## src/rtl/cpu_sequencer.sv

```systemverilog
`default_nettype none
// ============================================================================
//  Module   : cpu_sequencer
//  Purpose  : Multi-cycle fetch/decode/execute sequencer for a 4x8-bit
//             register file with an externally owned program counter.
//  Revision : 1.0 - initial release
// ============================================================================
module cpu_sequencer (
  input  logic       clk,
  input  logic       reset_n,
  input  logic       start,
  input  logic [7:0] instr,
  input  logic [7:0] pc_in,
  input  logic [7:0] read_data1,
  input  logic [7:0] read_data2,
  output logic [1:0] read_addr1,
  output logic [1:0] read_addr2,
  output logic       write_enable,
  output logic [1:0] write_addr,
  output logic [7:0] write_data,
  output logic       pc_write_enable,
  output logic       zero_flag,
  output logic       carry_flag,
  output logic       halted,
  output logic       illegal,
  output logic [7:0] instr_count
);

  typedef enum logic [2:0] {
    S_IDLE      = 3'd0,
    S_FETCH     = 3'd1,
    S_DECODE    = 3'd2,
    S_EXECUTE   = 3'd3,
    S_IMM_ADV   = 3'd4,
    S_IMM_FETCH = 3'd5,
    S_WRITEBACK = 3'd6,
    S_HALT      = 3'd7
  } state_t;

  localparam logic [3:0] c_OP_NOP  = 4'h0;
  localparam logic [3:0] c_OP_MOV  = 4'h1;
  localparam logic [3:0] c_OP_ADD  = 4'h2;
  localparam logic [3:0] c_OP_SUB  = 4'h3;
  localparam logic [3:0] c_OP_AND  = 4'h4;
  localparam logic [3:0] c_OP_OR   = 4'h5;
  localparam logic [3:0] c_OP_XOR  = 4'h6;
  localparam logic [3:0] c_OP_NOT  = 4'h7;
  localparam logic [3:0] c_OP_LDI  = 4'h8;
  localparam logic [3:0] c_OP_HALT = 4'hF;

  state_t     r_state;
  logic [7:0] r_ir;
  logic [7:0] r_result;
  logic       r_zero;
  logic       r_carry;
  logic       r_illegal;
  logic       r_halted;
  logic [7:0] r_count;
  logic       r_we;
  logic       r_pc_we;

  logic [3:0] w_op;
  logic [8:0] w_sum;
  logic [8:0] w_diff;
  logic [7:0] w_alu_res;
  logic       w_alu_carry;
  logic [7:0] w_count_inc;
  logic       w_unused_pc;

  assign w_op        = r_ir[7:4];
  assign w_count_inc = (r_count == 8'hFF) ? r_count : r_count + 8'd1;
  // PC visibility port has no functional role inside the sequencer
  assign w_unused_pc = ^pc_in;

  assign w_sum  = {1'b0, read_data1} + {1'b0, read_data2};
  assign w_diff = {1'b0, read_data1} - {1'b0, read_data2};

  always_comb begin
    w_alu_res   = read_data2;
    w_alu_carry = 1'b0;
    case (w_op)
      c_OP_MOV: w_alu_res = read_data2;
      c_OP_ADD: begin
        w_alu_res   = w_sum[7:0];
        w_alu_carry = w_sum[8];
      end
      c_OP_SUB: begin
        // bit 8 of the 9-bit difference is the unsigned borrow
        w_alu_res   = w_diff[7:0];
        w_alu_carry = w_diff[8];
      end
      c_OP_AND: w_alu_res = read_data1 & read_data2;
      c_OP_OR:  w_alu_res = read_data1 | read_data2;
      c_OP_XOR: w_alu_res = read_data1 ^ read_data2;
      c_OP_NOT: w_alu_res = ~read_data2;
      default:  w_alu_res = read_data2;
    endcase
  end

  always_ff @(posedge clk or negedge reset_n) begin
    if (!reset_n) begin
      r_state   <= S_IDLE;
      r_ir      <= 8'h00;
      r_result  <= 8'h00;
      r_zero    <= 1'b0;
      r_carry   <= 1'b0;
      r_illegal <= 1'b0;
      r_halted  <= 1'b0;
      r_count   <= 8'h00;
      r_we      <= 1'b0;
      r_pc_we   <= 1'b0;
    end else begin
      // strobes are registered one-cycle pulses tied to the state being entered
      r_we    <= 1'b0;
      r_pc_we <= 1'b0;
      case (r_state)
        S_IDLE: begin
          if (start) r_state <= S_FETCH;
        end
        S_FETCH: begin
          r_ir    <= instr;
          r_state <= S_DECODE;
        end
        S_DECODE: begin
          case (w_op)
            c_OP_MOV, c_OP_ADD, c_OP_SUB, c_OP_AND,
            c_OP_OR, c_OP_XOR, c_OP_NOT: r_state <= S_EXECUTE;
            c_OP_LDI: begin
              r_state <= S_IMM_ADV;
              r_pc_we <= 1'b1;
            end
            c_OP_HALT: begin
              r_state  <= S_HALT;
              r_halted <= 1'b1;
              r_count  <= w_count_inc;
            end
            default: begin
              if (w_op != c_OP_NOP) r_illegal <= 1'b1;
              r_state <= S_WRITEBACK;
              r_pc_we <= 1'b1;
            end
          endcase
        end
        S_EXECUTE: begin
          r_result <= w_alu_res;
          if (w_op != c_OP_MOV) begin
            r_zero  <= (w_alu_res == 8'h00);
            r_carry <= w_alu_carry;
          end
          r_state <= S_WRITEBACK;
          r_we    <= 1'b1;
          r_pc_we <= 1'b1;
        end
        S_IMM_ADV: begin
          r_state <= S_IMM_FETCH;
        end
        S_IMM_FETCH: begin
          r_result <= instr;
          r_state  <= S_WRITEBACK;
          r_we     <= 1'b1;
          r_pc_we  <= 1'b1;
        end
        S_WRITEBACK: begin
          r_count <= w_count_inc;
          r_state <= S_FETCH;
        end
        S_HALT: begin
          r_state <= S_HALT;
        end
        default: r_state <= S_IDLE;
      endcase
    end
  end

  assign read_addr1      = r_ir[3:2];
  assign read_addr2      = r_ir[1:0];
  assign write_addr      = r_ir[3:2];
  assign write_data      = r_result;
  assign write_enable    = r_we;
  assign pc_write_enable = r_pc_we;
  assign zero_flag       = r_zero;
  assign carry_flag      = r_carry;
  assign halted          = r_halted;
  assign illegal         = r_illegal;
  assign instr_count     = r_count;

endmodule
`default_nettype wire
```

## config.mk

```make
export PLATFORM = sky130hd
export DESIGN_NAME = cpu_sequencer
export DESIGN_NICKNAME = d
export VERILOG_FILES = /design/src/rtl/cpu_sequencer.sv
export SDC_FILE = /design/constraint.sdc
export NUM_CORES = 1
export LEC_CHECK = 0
export CORE_ASPECT_RATIO = 1.4
export CORE_UTILIZATION = 40
export CTS_BUF_LIST = sky130_fd_sc_hd__clkbuf_8
export DETAILED_ROUTE_END_ITERATION = 7
export GPL_TIMING_DRIVEN = 1
export PLACE_DENSITY = 0.66
export SLEW_MARGIN = 20
export SYNTH_ARGS = -nofsm -noshare
export SYNTH_HDL_FRONTEND = slang
export SYNTH_SLANG_ARGS = --single-unit
```

## constraint.sdc

```tcl
create_clock -name clk -period 2.2 [get_ports clk]
set_input_delay 0.22 -clock clk [delete_from_list [all_inputs] [get_ports clk]]
set_output_delay 0.22 -clock clk [all_outputs]
set_load 0.005 [all_outputs]
```

==> results.md <==
- Outcome: complete, no violations
- Maximum VDD drop: 0.000379 V
- Startpoint Class: input pin
- Max-Cap Viols: 0
- Setup crit end kind: flip-flop
- TritonRoute pass-1 iters: 4
- Clock latency at the later pin of the worst-skew pair: 0.29 ns
- Finished Core Util: between 60% and 70%
- Initial Util: 41.2%
- Worst Skew: between 0.007 and 0.008 ns
- Fill count: 640
- Max-Slew Margin vs Limit: 69.0%
- Post-synth EDFFs: 0
- CTS tree: built
- Longest Clk Path Bufs: 2
- Ys flop type: dfrtp_1
- P per Cell Area: 1120 mW/mm²
- Fraction of registers with async set or reset after synthesis: 100%
- Routed WL: ~7.6 mm
- Final hold viol count: 0
- Mapped Cells: between 300 and 400
- Required @ worst endpoint: 2.37 ns
- Multi-input logic area: a little under 0.002 mm²
- Die extent in y: 102 µm
- Die width: approximately 73 µm
- DRC: 0
- Vias in the first global route: 2765
- H-tree depth: 2
- Dpl ws: -0.645 ns
- Via count: 2780
- Min cycle time layout: 2.13 ns
- P_leak: about 1.9 nW
- Crit Path Max Fanout: 4
- Crit Path Category: in2reg
- Post-Synth XOR/XNOR Area: ~4.6%
- Fmax: 470 MHz
- Largest net degree at the start of global routing: 34
- Compound-gate portion of the synthesized area: between 20 and 25%
- Crit path arrival time: 2.30 ns
- Kind of path behind the tightest hold check: in2async
- Post-DP HPWL: 5.72 mm
- Routed length per placed instance: 14.5 µm
- Synthesized flop and latch total: 33
- RePlAce Congestion: 0.847
- Most frequent cells in the layout: buf_4 (63), clkdlybuf4s50_1 (45), dfrtp_1 (32)
- Main combinational cell family by area after synthesis: compound AO/OA/AOI/OAI gates
- Seq/Total Area, Yosys: 29.1%
- Warnings, synthesis: 0
- Pins Over Slew Limit: 0
- Gr usage total: approximately 22%
- Clock Pin Slew Worst Setup and Hold Paths: 0.07 ns
- Nets: 489
- CTS sink cnt: 33
- Commonest non-fill, non-tap cell in the layout: buf_4
- Io pins: 63
- Worst-Margin Slew: 0.464 ns
- Number of buffers added on ports: 54
- Diodes inserted: 0
- Initial antenna violation count: 0
- 1st-iter DRT viols: 180
- Simple-gate portion of the synthesized area: 14.5%
- WHS: around 0.32 ns
- Share of layout cells above drive strength 1: 30.7%
- Unique masters post-synth: 62
- Cts bufs inserted: 5
- Core region area: 0.00689 mm²
- Post-CTS Hold Fix Bufs: 0
- Post-synth net total: just under 400
- Multiplexer share of the synthesized area: 5.42%
- Grt total ovfl: 0
- Global-route wire length before repair: 12.8 mm
- Avg Inst Size Synth: 8.82 µm²
- Mapped cell area: roughly 0.0028 mm²
- Die Footprint: between 0.007 and 0.008 mm²
- Rows: 36
- Antenna Violating Nets Remaining: 0
- Root buffer cell: clkbuf_8
- Seq. cell area: 827 µm²
- Setup violations, final: 0
- Setup ws final: between 0.07 and 0.08 ns
- Final Cycle Share: 96.7%
- Drt via density: 5.33
- Area Growth Syn to Fin: 45.8%
- Synth Area in Adders: 12.9%
flip-flops by register name, summed over array words and instances (netlist names), 3 cells and up:
register / count
r_ir: 8
r_state: 3
instr_count: 8
write_data: 8
metrics by stage:
stage / TNS (ns) / power (mW) / area, µm² / instances
after global routing: -0.000117 / 5.02 / 4140 / 522
after floorplan: 0 / 2.86 / 2840 / 322
final: 0 / 4.65 / 4140 / 522
after CTS: 0 / 4.57 / 4040 / 518
after detailed placement: -3.50 / 3.97 / 3800 / 507
after global placement: -3.21 / 3.92 / 3800 / 507
cell usage after synthesis, types with 6 or more instances:
| master | number | share of area, % |
|---|---|---|
| ha_1 | 26 | 11 |
| a21oi_1 | 26 | 4.6 |
| nand3_1 | 6 | 1.1 |
| dfrtp_1 | 33 | 29 |
| buf_2 | 6 | 1.1 |
| nand2_1 | 23 | 3.0 |
| o21ai_0 | 13 | 2.3 |
| buf_4 | 7 | 1.9 |
| o22ai_1 | 12 | 2.6 |
| inv_1 | 32 | 4.2 |
| nor2_1 | 19 | 2.5 |
| nand2b_1 | 8 | 1.8 |
| xnor2_1 | 12 | 3.7 |
| mux2_2 | 7 | 2.8 |
critical path, stage by stage:
cell and delay, ns:
clkdlybuf4s50_1 0.49, inv_2 0.06, ha_4 0.23, and3_4 0.18, a221oi_4 0.30, o211a_1 0.23
a211oi_4 0.05, xnor2_2 0.21, o21ai_1 0.09, o31a_1 0.24
power breakdown:
group          total [mW]  internal [mW]  switching [mW]  leakage (nW)
Sequential           1.18          0.886           0.296         0.395
Clock               0.502          0.283           0.220        0.0542
Combinational        2.97           1.59            1.38          1.40
final cells by class:
cell class | instances | area share [%]
Inverter | 34 | 3.14
Timing Repair Buffer | 118 | 24.8
Multi-Input combinational cell | 234 | 46.8
Sequential cell | 33 | 20.0
Clock inverter | 1 | 0.121
Clock buffer | 7 | 2.33
Tap cell | 95 | 2.87
metal layers:
metal | part of all wire (%) | routed length [µm] | track usage [%] | vias to the layer above
met3 | 2.4 | 179 | 2.99 | 14
met4 | 2.3 | 175 | 7.24 | 0
met1 | 40 | 3030 | 24.6 | 1352
li1 | - | - | - | 1358
met5 | 0 | 0 | 0 | -
met2 | 55 | 4190 | 41.2 | 56
worst paths after layout:
kind,from,to,slack [ns],depth (start not counted)
worst max register to register,r_ir[6],zero_flag,0.15,7
worst min register to register,illegal,illegal,0.48,2
worst max-delay path,read_data2[4],write_data[7],0.07,10
worst min-delay path,reset_n,instr_count[3],0.32,2
min in group clk,illegal,illegal,0.48,2
max in group asynchronous,reset_n,r_ir[5],1.55,2
what timing repair did:
item | 4_1_cts | 5_1_grt
buffers inserted | 3 | 4
pin swaps | 22 | 17
setup endpoints to repair | 6 | 8
resized for setup | 34 | 28
kinds of logic after synthesis:
group           Yosys count
buf+inv                  55
fa+ha+maj                28
xor+xnor                 15
flops                    33
mux                      12
simple gates             81
compound gates           98
(Power assumes the default switching activity.)
